## src/rtl/sprite_mem_if.sv

```systemverilog
// sprite_mem_if: bundle between the sprite layer and its sprite ROM/palette.
//
//   rom_address  sprite -> ROM      registered texel address
//   rom_q        ROM    -> sprite   texel index, valid one cycle after rom_address
//   pal_index    sprite -> palette  mirror of rom_q
//   pal_red/green/blue  palette -> sprite, combinational from pal_index
//
// Handshake: there is no valid/ready pair. The link is a fixed-latency,
// free-running stream: the ROM always answers one cycle after an address
// is presented and the palette answers in the same cycle as pal_index.
// Neither side can stall the other.
interface sprite_mem_if #(
  parameter int ADDR_W = 10,
  parameter int IDX_W  = 8
);
  logic [ADDR_W-1:0] rom_address;
  logic [IDX_W-1:0]  rom_q;
  logic [IDX_W-1:0]  pal_index;
  logic [3:0]        pal_red;
  logic [3:0]        pal_green;
  logic [3:0]        pal_blue;

  // Sprite layer side.
  modport master (
    output rom_address,
    output pal_index,
    input  rom_q,
    input  pal_red,
    input  pal_green,
    input  pal_blue
  );

  // ROM + palette side.
  modport slave (
    input  rom_address,
    input  pal_index,
    output rom_q,
    output pal_red,
    output pal_green,
    output pal_blue
  );
endinterface

```

## src/rtl/sprite_layer.sv

```systemverilog
// sprite_layer: places one SPR_W x SPR_H indexed sprite on the VGA raster
// with integer scale (1/2/4/8), horizontal/vertical flip and a transparent
// palette index. Three-stage free-running pipeline:
//   E1  hit test + texel address -> rom_address
//   E2  external ROM registers rom_q
//   E3  palette colour / key test -> red, green, blue, opaque
// Configuration is written into a shadow copy and becomes active only on
// frame_start. Opaque pixels are counted per frame.
//
// Ports:
//   vga_clk, reset          pixel clock, async active-high reset
//   DrawX, DrawY, blank     raster position, 1 = active video
//   frame_start             pulse at first pixel of a frame
//   cfg_we, cfg_*           shadow configuration write
//   mem                     ROM / palette bundle (sprite_mem_if.master)
//   red, green, blue        registered pixel colour
//   opaque                  registered, 1 = sprite pixel shown
//   hit_count_last          opaque-pixel count of the previous frame
module sprite_layer #(
  parameter int SPR_W     = 32,
  parameter int SPR_H     = 32,
  parameter int ADDR_W    = 10,
  parameter int IDX_W     = 8,
  parameter int KEY_INDEX = 0,
  parameter int CNT_W     = 17
) (
  input  logic              vga_clk,
  input  logic              reset,
  input  logic [9:0]        DrawX,
  input  logic [9:0]        DrawY,
  input  logic              blank,
  input  logic              frame_start,
  input  logic              cfg_we,
  input  logic [9:0]        cfg_x,
  input  logic [9:0]        cfg_y,
  input  logic [1:0]        cfg_scale,
  input  logic              cfg_flip_h,
  input  logic              cfg_flip_v,
  input  logic              cfg_enable,
  sprite_mem_if.master      mem,
  output logic [3:0]        red,
  output logic [3:0]        green,
  output logic [3:0]        blue,
  output logic              opaque,
  output logic [CNT_W-1:0]  hit_count_last
);

  localparam int LX_W = $clog2(SPR_W);
  localparam int LY_W = $clog2(SPR_H);

  typedef struct packed {
    logic [9:0] x;
    logic [9:0] y;
    logic [1:0] scale;
    logic       flip_h;
    logic       flip_v;
    logic       enable;
  } cfg_t;

  // Configuration
  cfg_t cfg_in;
  cfg_t sh_q, sh_d;
  cfg_t act_q, act_d;

  // Stage 1
  logic [10:0]       dx, dy;
  logic [13:0]       ext_w, ext_h;
  logic [LX_W-1:0]   lx;
  logic [LY_W-1:0]   ly;
  logic              hit_d;
  logic              hit1_q, blank1_q;
  logic [ADDR_W-1:0] rom_addr_q, rom_addr_d;

  // Stage 2
  logic              hit2_q, blank2_q;

  // Stage 3
  logic              vis;
  logic [3:0]        red_q, green_q, blue_q;
  logic [3:0]        red_d, green_d, blue_d;
  logic              opaque_q;

  // Counter
  logic [CNT_W-1:0]  hit_cnt_q, hit_cnt_d, cnt_next;
  logic [CNT_W-1:0]  hit_last_q, hit_last_d;

  assign cfg_in = {cfg_x, cfg_y, cfg_scale, cfg_flip_h, cfg_flip_v, cfg_enable};

  // frame_start loads from sh_d so a coincident cfg_we writes straight through.
  always_comb begin
    sh_d  = cfg_we ? cfg_in : sh_q;
    act_d = frame_start ? sh_d : act_q;
  end

  // Stage 1: hit test and texel address. The extent is compared in 14 bits
  // (SPR_W << 3 needs more than 11), so overhang past the screen edge simply
  // never matches and is clipped.
  always_comb begin
    dx    = {1'b0, DrawX} - {1'b0, act_q.x};
    dy    = {1'b0, DrawY} - {1'b0, act_q.y};
    ext_w = 14'(SPR_W) << act_q.scale;
    ext_h = 14'(SPR_H) << act_q.scale;
    hit_d = act_q.enable & blank &
            (DrawX >= act_q.x) & (DrawY >= act_q.y) &
            ({3'b000, dx} < ext_w) & ({3'b000, dy} < ext_h);
    lx = LX_W'(dx >> act_q.scale);
    ly = LY_W'(dy >> act_q.scale);
    // Sprite dimensions are powers of two, so N-1-v is a bitwise invert.
    if (act_q.flip_h) lx = ~lx;
    if (act_q.flip_v) ly = ~ly;
    // Address holds on a miss so the ROM output stays quiet off-sprite.
    rom_addr_d = hit_d ? ADDR_W'({ly, lx}) : rom_addr_q;
  end

  // Stage 3: key test and colour select.
  always_comb begin
    vis     = hit2_q & blank2_q & (mem.rom_q != IDX_W'(KEY_INDEX));
    red_d   = vis ? mem.pal_red   : 4'd0;
    green_d = vis ? mem.pal_green : 4'd0;
    blue_d  = vis ? mem.pal_blue  : 4'd0;
  end

  // Counter: saturating increment; frame_start banks the total including
  // the pixel retiring in the same cycle.
  always_comb begin
    cnt_next   = (vis && (hit_cnt_q != {CNT_W{1'b1}})) ? hit_cnt_q + CNT_W'(1) : hit_cnt_q;
    hit_cnt_d  = frame_start ? '0 : cnt_next;
    hit_last_d = frame_start ? cnt_next : hit_last_q;
  end

  always_ff @(posedge vga_clk or posedge reset) begin
    if (reset) begin
      sh_q       <= '0;
      act_q      <= '0;
      hit1_q     <= 1'b0;
      blank1_q   <= 1'b0;
      rom_addr_q <= '0;
      hit2_q     <= 1'b0;
      blank2_q   <= 1'b0;
      red_q      <= 4'd0;
      green_q    <= 4'd0;
      blue_q     <= 4'd0;
      opaque_q   <= 1'b0;
      hit_cnt_q  <= '0;
      hit_last_q <= '0;
    end else begin
      sh_q       <= sh_d;
      act_q      <= act_d;
      hit1_q     <= hit_d;
      blank1_q   <= blank;
      rom_addr_q <= rom_addr_d;
      hit2_q     <= hit1_q;
      blank2_q   <= blank1_q;
      red_q      <= red_d;
      green_q    <= green_d;
      blue_q     <= blue_d;
      opaque_q   <= vis;
      hit_cnt_q  <= hit_cnt_d;
      hit_last_q <= hit_last_d;
    end
  end

  assign mem.rom_address = rom_addr_q;
  assign mem.pal_index   = mem.rom_q;
  assign red             = red_q;
  assign green           = green_q;
  assign blue            = blue_q;
  assign opaque          = opaque_q;
  assign hit_count_last  = hit_last_q;

endmodule

```

## src/flat_wrapper.sv

```systemverilog
// flat-port wrapper written by rule: the top's interface ports become plain ports
module sprite_layer_flat 
#(
  parameter int SPR_W     = 32,
  parameter int SPR_H     = 32,
  parameter int ADDR_W    = 10,
  parameter int IDX_W     = 8,
  parameter int KEY_INDEX = 0,
  parameter int CNT_W     = 17
)
  (vga_clk, reset, DrawX, DrawY, blank, frame_start, cfg_we, cfg_x, cfg_y, cfg_scale, cfg_flip_h, cfg_flip_v, cfg_enable, red, green, blue, opaque, hit_count_last, mem_rom_address, mem_pal_index, mem_rom_q, mem_pal_red, mem_pal_green, mem_pal_blue);
  sprite_mem_if #(.ADDR_W(ADDR_W), .IDX_W(IDX_W)) mem_i ();
  input  logic vga_clk;
  input  logic reset;
  input  logic [9:0] DrawX;
  input  logic [9:0] DrawY;
  input  logic blank;
  input  logic frame_start;
  input  logic cfg_we;
  input  logic [9:0] cfg_x;
  input  logic [9:0] cfg_y;
  input  logic [1:0] cfg_scale;
  input  logic cfg_flip_h;
  input  logic cfg_flip_v;
  input  logic cfg_enable;
  output logic [3:0] red;
  output logic [3:0] green;
  output logic [3:0] blue;
  output logic opaque;
  output logic [CNT_W-1:0] hit_count_last;
  output wire logic [$bits(mem_i.rom_address)-1:0] mem_rom_address;
  output wire logic [$bits(mem_i.pal_index)-1:0] mem_pal_index;
  input wire logic [$bits(mem_i.rom_q)-1:0] mem_rom_q;
  input wire logic [$bits(mem_i.pal_red)-1:0] mem_pal_red;
  input wire logic [$bits(mem_i.pal_green)-1:0] mem_pal_green;
  input wire logic [$bits(mem_i.pal_blue)-1:0] mem_pal_blue;
  assign mem_rom_address = mem_i.rom_address;
  assign mem_pal_index = mem_i.pal_index;
  assign mem_i.rom_q = mem_rom_q;
  assign mem_i.pal_red = mem_pal_red;
  assign mem_i.pal_green = mem_pal_green;
  assign mem_i.pal_blue = mem_pal_blue;
  sprite_layer #(.SPR_W(SPR_W), .SPR_H(SPR_H), .ADDR_W(ADDR_W), .IDX_W(IDX_W), .KEY_INDEX(KEY_INDEX), .CNT_W(CNT_W)) u_core (.vga_clk(vga_clk), .reset(reset), .DrawX(DrawX), .DrawY(DrawY), .blank(blank), .frame_start(frame_start), .cfg_we(cfg_we), .cfg_x(cfg_x), .cfg_y(cfg_y), .cfg_scale(cfg_scale), .cfg_flip_h(cfg_flip_h), .cfg_flip_v(cfg_flip_v), .cfg_enable(cfg_enable), .mem(mem_i), .red(red), .green(green), .blue(blue), .opaque(opaque), .hit_count_last(hit_count_last));
endmodule
```

## config.mk

```make
export PLATFORM = sky130hd
export DESIGN_NAME = sprite_layer_flat
export DESIGN_NICKNAME = d
export VERILOG_FILES = /design/src/rtl/sprite_mem_if.sv /design/src/rtl/sprite_layer.sv /design/src/flat_wrapper.sv
export SDC_FILE = /design/constraint.sdc
export NUM_CORES = 1
export LEC_CHECK = 0
export CAP_MARGIN = 25
export CORE_UTILIZATION = 45
export DETAILED_ROUTE_END_ITERATION = 10
export PLACE_DENSITY = 0.73
export SYNTH_ARGS = -nofsm -noshare
export SYNTH_HDL_FRONTEND = slang
export SYNTH_SLANG_ARGS = --single-unit
export TNS_END_PERCENT = 30
```

## constraint.sdc

```tcl
create_clock -name vga_clk -period 3.86 [get_ports vga_clk]
set_input_delay 0.772 -clock vga_clk [delete_from_list [all_inputs] [get_ports vga_clk]]
set_output_delay 0.772 -clock vga_clk [all_outputs]
set_load 0.02 [all_outputs]
```

; ---- After elaboration in Yosys (flattened, before gate mapping)
; Cells that the tools add are included.
[word_totals]
reg_bits = 111
wordCells = 53
out_inout_bits = 48
[op_classes]
n_reduce_logical = 2
order_cmp = 4
add_sub_neg = 3
n_bitwise = 9
n_eq_ne = 1
muxes = 8
shifts = 3
[op_table]
columns = cell, n
row1 = $mux 17, 2
row2 = $lt 11x14->1, 2
row3 = $mux 25, 1
row4 = $shr 11x2->5, 2
row5 = $sub 10x10->11, 2
row6 = $ge 10x10->1, 2
row7 = $add 17x1->17 const B, 1
row8 = $ne 17x17->1 const B, 1
row9 = $shl 6x2->14 const A, 1
row10 = $mux 4, 3
row11 = $mux 5, 2
row12 = $not 5->5, 2
row13 = $reduce_bool 8->1, 1
row14 = $and 1x1->1, 7
row15 = $logic_and 1x1->1, 1

; ---- Depth between registers and ports, before layout
; Gate-level depths: netlist of run 1.
[logic_depth]
depth_word = 5
ltp_mapped = 16

; ---- Worst setup path after synthesis of run 1
; OpenSTA, ideal clock, no wires.
[synth_path]
path_kind = input to register
startpoint = in DrawX[0]
endpoint = reg u_core.rom_addr_q[5] (netlist: u_core.mem.rom_address[5])
n_path_buf = 1
arrival_ps = 3407
t_required_ps = 3735
cell_stages = 16
setup_slack_ps = 328
setup_ps = 125
path_cell_list = inv_1 ha_1 inv_1 fa_1 a211oi_1 o21ai_0 a21o_1 a21o_1 xor2_1 ha_1 nor3_1 o311ai_0 a21oi_1 o211ai_1 buf_6 mux2_4
[synth_between]
elab_chain_cells = 5
elab_cells_between_ends = 7
[synth_lines]
columns = item, line
row1 = start: declaration, flat_wrapper.sv:15  ; input logic [9:0] DrawX;
row2 = "parallel branches: the longest is 3 deep, another holds $lt 11x14->1", -
row3 = $and 1x1->1 *, sprite_layer.sv:104  ; (DrawX >= act_q.x) & (DrawY >= act_q.y) &
row4 = $and 1x1->1 *, sprite_layer.sv:105  ; ({3'b000, dx} < ext_w) & ({3'b000, dy} < ext_h);
row5 = end signal: assignment, sprite_layer.sv:151  ; rom_addr_q <= rom_addr_d;
row6 = end: declaration, sprite_layer.sv:72  ; logic [ADDR_W-1:0] rom_addr_q, rom_addr_d;
; Every way passes the cells marked *.
; A chain may end at the register's enable or synchronous reset.

; ---- Worst setup path after layout of run 1
[layout_path]
startpoint = in DrawY[1]
endpoint = reg u_core.rom_addr_q[5] (netlist: u_core.mem.rom_address[5])
[layout_between]
elab_chain_cells = 4
elab_cells_between_ends = 9
[layout_lines]
columns = item, line
row1 = start: declaration, flat_wrapper.sv:16  ; input logic [9:0] DrawY;
row2 = "parallel branches: the longest is 4 deep, another holds $lt 11x14->1", -
; Several ways; the timed one is not identified.

==> impl_metrics.env, run 1 <==
export IMPL_tightest_slew_ps=797
export IMPL_worstPathRequired_ps=4090
export IMPL_pre_cts_ws_ps=-371
export IMPL_synth_top_area_share_pct=49.1
export IMPL_drive_above_1_share_pct=17.4
export IMPL_ys_seq_area_share_pct=49.1
export IMPL_holdBufCountCts=0
export IMPL_drc=0
export IMPL_dp_hpwl_um=8850
export IMPL_critical_path_depth=15
export IMPL_synthesis_nets=639
export IMPL_status="complete, no violations"
export IMPL_reg2reg_from="u_core.act_q[6]"
export IMPL_p_int_mw=2.35
export IMPL_fin_crit_sh_pct=96.4
export IMPL_worstSetupStartpointType="input port"
export IMPL_postRouteAntennaNets=0
export IMPL_drv_slew=0
export IMPL_netSwitchingPower_uw=985
export IMPL_maxCapViolCount=0
export IMPL_cts_sink_count=111
export IMPL_grt_max_degree=76
export IMPL_syn_area_per_cell_sq_um=10.5
export IMPL_relSlewSlack_pct=46.9
export IMPL_endpoint_kind="flip-flop"
export IMPL_grtUsageTotal_pct=19.3
export IMPL_clk_pin_slew_ps=80
export IMPL_hp_start="u_core.hit1_q"
export IMPL_skew_ps=8.00
export IMPL_max_stage_delay_ps=440
export IMPL_fmax_mhz=269
export IMPL_antenna_found_initial=0
export IMPL_wl_per_cell_um=14.7
export IMPL_synth_area_top_cells="dfrtp_1 49%, mux2_2 7.8%, ha_1 6.9%"
export IMPL_htreeDepth=3
export IMPL_startpoint="DrawY[1]"
export IMPL_clk_latency_ps=350
export IMPL_path_class="in -> reg"
export IMPL_grt_overflow=0
export IMPL_critical_path_top_delay_family="compound AO/OA/AOI/OAI gates"
export IMPL_hold_slack_ps=352
export IMPL_cp_data_arrival_time_ps=3950
export IMPL_numCtsBuffers=9
export IMPL_via_per_inst=4.96
export IMPL_ys_ff_latch=111
export IMPL_num_vias=4140
export IMPL_synth_warnings=0
export IMPL_final_util_pct=62.2
export IMPL_diodes=0
export IMPL_cts_root_buf="clkbuf_16"
export IMPL_first_global_vias=4118
export IMPL_finalPower_mw=3.34
export IMPL_min_path_cells=0
export IMPL_grt_pass1_wl_um=19600
export IMPL_n_fill_cell=1010
export IMPL_hold_violations=0
export IMPL_share_comb_of_total_power_pct=29.7
export IMPL_port_buffers=117
export IMPL_reg2reg_depth=15
export IMPL_syn_to_final_growth_pct=33.2
export IMPL_synth_area_sq_um=5650
export IMPL_synthArstFlopShare_pct=100
export IMPL_p_leak_nw=3.39
export IMPL_fp_dieW_um=114
export IMPL_yosys_area_top_type="dfrtp_1"
export IMPL_critical_path_buf_inv_count=2
export IMPL_cts_tree="done"
export IMPL_critPathMaxFanout=6
export IMPL_rows=40
export IMPL_worst_slack_ps=138
export IMPL_power_density_nw_per_um2=443
export IMPL_clockBufferDepth=2
export IMPL_synth_common_cells="111 x dfrtp_1, 59 x nor2_1, 39 x mux2_2, 35 x a21oi_1, 35 x nand2_1"
export IMPL_setup_violations=0
export IMPL_gp_congestion=0.828
export IMPL_core_sq_um=12100
export IMPL_rsz0062_at_grt="no"
export IMPL_p_clk_share_pct=30.7
export IMPL_peakVddDrop_mv=0.227
export IMPL_fin_nets=764
export IMPL_hp_class="reg -> reg"
export IMPL_synthFlopType="dfrtp_1"
export IMPL_die_h_um=114
export IMPL_switching_share_pct=29.5
export IMPL_die_area_sq_um=13000
export IMPL_cpMostUsedCell="o21a_1"
export IMPL_yosysUniqueCellTypes=52
export IMPL_setup_tns_ps=0
export IMPL_syn_inst=536
export IMPL_cpMaxStageDelayCell="clkdlybuf4s50_1"
export IMPL_drtIter0Drc=147
export IMPL_wirelength_um=12300
export IMPL_dr_pass1_iters=4
export IMPL_yosys_cell_count_top_type="dfrtp_1"
export IMPL_synth_edf_count=0
export IMPL_initial_core_util_pct=46.7
export IMPL_period_needed_ps=3720
export IMPL_path_cells="clkdlybuf4s50_1 -> ha_1 -> nor2b_1 -> o21a_1 -> a211oi_2 -> xnor2_1 -> ha_1 -> o21a_1 -> o21a_1 -> o21ai_2 -> o311ai_2 -> a21oi_2 -> o211ai_1 -> buf_6 -> mux2_4"
export IMPL_io_pin_count=118
export IMPL_seq_power_share_pct=39.6
[cells by family (layout without fill, tap and decap cells)]
family | Yosys count | after routing | share of synthesized area [%]
and+or+nand+nor | 143 | 143 | 11.7
xor gates and xnor gates | 35 | 35 | 5.42
buffers and inverters | 62 | 192 | 4.87
AOI/OAI and AO/OA | 104 | 104 | 11.4
adders and majority gates | 33 | 33 | 7.57
muxes | 48 | 48 | 9.89
DFF | 111 | 111 | 49.1
[flip-flops by register name, summed over array words and instances, names as in the netlist]
register and count:
u_core.act_q 25, u_core.blank1_q 1, u_core.blank2_q 1, u_core.blue 4, u_core.green 4, u_core.hit1_q 1
u_core.hit2_q 1, u_core.hit_cnt_q 17, u_core.hit_count_last 17, u_core.mem.rom_address 10, u_core.opaque 1, u_core.red 4
u_core.sh_q 25
[routing by layer]
metal | wire length [um] | up-vias | track usage [%]
met5 | 0 | - | 0
met4 | 284 | 0 | 8.83
met3 | 386 | 20 | 2.70
met2 | 5790 | 87 | 30.3
met1 | 5820 | 1970 | 26.5
li1 | - | 2063 | -
[power by group through the flow]
stage               combinational, mW  clock [mW]  sequential, mW
floorplan                       0.556           0            1.38
global placement                0.904           0            1.34
detailed placement              0.931           0            1.35
CTS                             0.943        1.04            1.32
global route                     1.09        1.08            1.34
finish                          0.991        1.02            1.32
[final timing paths]
path | endpoint | slack, ps
worst max-delay path | u_core.mem.rom_address[5] | 140
worst min-delay path | u_core.hit2_q | 350
worst max register to register | u_core.mem.rom_address[5] | 580
worst min register to register | u_core.hit2_q | 350
max in group asynchronous | u_core.act_q[9] | 2310
min in group asynchronous | u_core.red[0] | 790
[what timing repair did]
action                                  in CTS  in global routing
cloned                                       0                  1
gates resized for setup                      2                 26
endpoints found under the setup margin       1                 11
endpoints found under the hold margin        0                  0
pin swaps                                    0                 13
buffers inserted                             0                  2
[area by class of cell]
type	count	area [sq um]	share of cell area [%]
well taps	168	210	2.79
repair buffers	146	1410	18.7
flip-flops and latches	111	2780	36.9
clock inverters	7	101	1.35
inverters	30	115	1.53
multi-input cells	363	2700	35.8
clock buffers	9	225	2.99
[cells in the final DEF (no fill, tap or decap), drive strengths merged, types with 3 or more instances in the layout]
| cell | instances |
|---|---|
| clkdlybuf4s50 | 114 |
| dfrtp | 111 |
| nor2 | 60 |
| mux2 | 40 |
| a21oi | 36 |
| nand2 | 35 |
| o21ai | 33 |
| inv | 33 |
| ha | 31 |
| buf | 30 |
| xor2 | 23 |
| and2 | 13 |
| xnor2 | 12 |
| o21a | 9 |
| clkbuf | 9 |
| a21o | 7 |
| nand4 | 6 |
| mux2i | 6 |
| nand2b | 6 |
| nand3 | 5 |
| nor4 | 4 |
| or3 | 4 |
| a211oi | 4 |
| nor3 | 3 |
[through the flow]
step                      instances  instance area (sq um)
final                           834                   7530
after global placement          815                   7080
after CTS                       831                   7410
after detailed placement        815                   7080
after global routing            834                   7530
after floorplan                 536                   5650
(Power assumes the default switching activity.)
==> run 2, diff against run 1 <==
- GPL_ROUTABILITY_DRIVEN: not set -> 1
==> results of run 2 <==
Final layout, timing and power as in run 1 (identical DEF).
==> run 3, diff against run 2 <==
- CORE_MARGIN: not set -> 2
- CTS_CLUSTER_DIAMETER: not set -> 150
- PLACE_DENSITY: 0.73 -> 0.78
==> run 3 against run 2 <==
Compared with the run above: clock-buffer cell count unchanged; die area increased by 3.5%; register-to-register slack about the same; global-route usage is 0.59 points lower; hold slack worse by 1.7 ps; non-clock buffer count fell by 3; critical path depth is 1 lower; final cell count down 0.36%; first-iteration DRC count increased by 2.0%; sequential share of layout area is 0.35 points higher; cell area decreased by 0.93%; largest cell class unchanged; highest routed layer unchanged.
==> impl_metrics.env, run 3 (same netlist as run 1, synthesis figures left out) <==
export IMPL_grt_overflow=0
export IMPL_layout_commonest_cell="clkdlybuf4s50_1"
export IMPL_reg2reg_from="u_core.act_q[16]"
export IMPL_wl_per_cell_um=14.6
export IMPL_endpoint_kind="flip-flop"
export IMPL_period_needed_ps=3730
export IMPL_clockBufferDepth=2
export IMPL_reg2reg_depth=14
export IMPL_syn_to_final_growth_pct=32.0
export IMPL_drive_above_1_share_pct=16.4
export IMPL_critical_path_buf_inv_count=2
export IMPL_fin_area_sq_um=7460
export IMPL_cts_tree="done"
export IMPL_dr_pass1_iters=4
export IMPL_numCtsBuffers=9
export IMPL_htreeDepth=3
export IMPL_fin_nets=761
export IMPL_dp_hpwl_um=8830
export IMPL_hold_violations=0
export IMPL_postRouteAntennaNets=0
export IMPL_fin_crit_sh_pct=96.7
export IMPL_fp_dieW_um=116
export IMPL_gp_congestion=0.872
export IMPL_peakVddDrop_mv=0.201
export IMPL_fmax_mhz=268
export IMPL_power_density_nw_per_um2=439
export IMPL_core_sq_um=12200
export IMPL_post_dp_cell_area_sq_um=7070
export IMPL_diodes=0
export IMPL_num_vias=4145
export IMPL_hp_start="u_core.hit1_q"
export IMPL_tightest_slew_ps=797
export IMPL_hp_class="reg -> reg"
export IMPL_die_h_um=116
export IMPL_clk_pin_slew_ps=70
export IMPL_drc=0
export IMPL_via_per_inst=4.99
export IMPL_r2r_setup_slack_ps=570
export IMPL_cpMaxStageDelayCell="or4b_2"
export IMPL_critPathMaxFanout=6
export IMPL_pre_cts_ws_ps=-359
export IMPL_cts_sink_count=111
export IMPL_rsz0062_at_grt="no"
export IMPL_p_leak_nw=3.35
export IMPL_n_fill_cell=1042
export IMPL_antenna_found_initial=0
export IMPL_worstSetupStartpointType="input port"
export IMPL_drtIter0Drc=150
export IMPL_grt_max_degree=112
export IMPL_worstPathRequired_ps=4100
export IMPL_finalPower_mw=3.27
export IMPL_rows=40
export IMPL_grt_pass1_wl_um=19800
export IMPL_holdBufCountCts=0
export IMPL_post_cts_buffers=0
export IMPL_timing_rr_end="u_core.mem.rom_address[5]"
export IMPL_setup_violations=0
export IMPL_die_area_sq_um=13500
export IMPL_status="complete, no violations"
export IMPL_io_pin_count=118
export IMPL_maxCapViolCount=0
export IMPL_max_stage_delay_ps=620
export IMPL_initial_core_util_pct=46.5
export IMPL_path_class="in -> reg"
export IMPL_relSlewSlack_pct=46.9
export IMPL_critical_path_top_delay_family="compound AO/OA/AOI/OAI gates"
export IMPL_cts_root_buf="clkbuf_16"
export IMPL_grtUsageTotal_pct=18.7
export IMPL_clk_latency_ps=350
export IMPL_min_to="u_core.hit2_q"
export IMPL_first_global_vias=4195
export IMPL_port_buffers=117
export IMPL_seqCellArea_sq_um=2780
export IMPL_path_cells="clkdlybuf4s50_1 -> ha_1 -> o21ai_2 -> a21oi_1 -> or4b_2 -> o211ai_2 -> ha_1 -> o21a_1 -> o21ai_0 -> nand2b_1 -> a21oi_1 -> o211ai_1 -> buf_6 -> mux2_4"
export IMPL_wirelength_um=12100
export IMPL_min_path_cells=0
export IMPL_worst_slack_ps=125
export IMPL_reg_top3="u_core.act_q x25, u_core.sh_q x25"
export IMPL_drv_slew=0
export IMPL_multi_input_area_sq_um=2660
export IMPL_final_cell_mix="116 x clkdlybuf4s50_1, 111 x dfrtp_1, 58 x nor2_1"
export IMPL_cp_data_arrival_time_ps=3970
export IMPL_skew_ps=8.65
run 3: how the worst max path moves through the flow:
stage / start / depth (start not counted) / end / slack, ps
2_1_floorplan: reset / 1 / u_core.act_q[0] / 160
3_3_place_gp: DrawX[0] / 17 / u_core.mem.rom_address[5] / -250
3_5_place_dp: DrawY[0] / 17 / u_core.mem.rom_address[5] / -360
4_1_cts: DrawY[0] / 17 / u_core.mem.rom_address[5] / 4
5_1_grt: DrawX[0] / 17 / u_core.mem.rom_address[4] / 10
6_report: DrawX[2] / 14 / u_core.mem.rom_address[5] / 130
run 3: area by class of cell:
type | instances | area share (%)
flip-flops and latches | 111 | 37.2
multi-input cells | 363 | 35.6
repair buffers | 143 | 18.5
clock buffers | 9 | 3.02
well taps | 168 | 2.82
inverters | 30 | 1.54
clock inverters | 7 | 1.29
run 3: routing by layer:
metal	part of all wire, %	track usage (%)	wire (um)
met3	4.1	3.82	494
met2	47	29.5	5730
met1	47	26.0	5700
met5	0	0	0
met4	1.6	5.95	196
run 3: worst reg2reg max path: stages, from the launching register on:
cell and delay [ps]:
dfrtp_1 360, inv_1 170, ha_1 280, nand2b_1 90, a21oi_1 80, or4b_2 620
o211ai_2 110, ha_1 260, o21a_1 180, o21ai_0 150, nand2b_1 80, a21oi_1 150
o211ai_1 180, buf_6 190, mux2_4 280
run 3: power by group:
group          total, mW  switching [mW]  internal (mW)
Clock              0.982           0.458          0.524
Combinational      0.965           0.469          0.495
Sequential          1.33          0.0604           1.27
Total               3.27           0.988           2.28
run 3: timing repair:
| item | 4_1_cts | 5_1_grt |
|---|---|---|
| setup endpoints to repair | 0 | 10 |
| resized for setup | 0 | 20 |
| endpoints found under the hold margin | 0 | 0 |
run 3: metrics by stage:
| step | setup TNS, ps | hold WS [ps] | cells | utilization [%] |
|---|---|---|---|---|
| after floorplan | 0 | 331 | 536 | - |
| final | 0 | 350 | 831 | 61.4 |
| after detailed placement | -3450 | 336 | 814 | 58.1 |
| after global placement | -2290 | 336 | 814 | 58.1 |
| after CTS | 0 | 353 | 830 | 60.8 |
| after global routing | 0 | 367 | 831 | 61.4 |
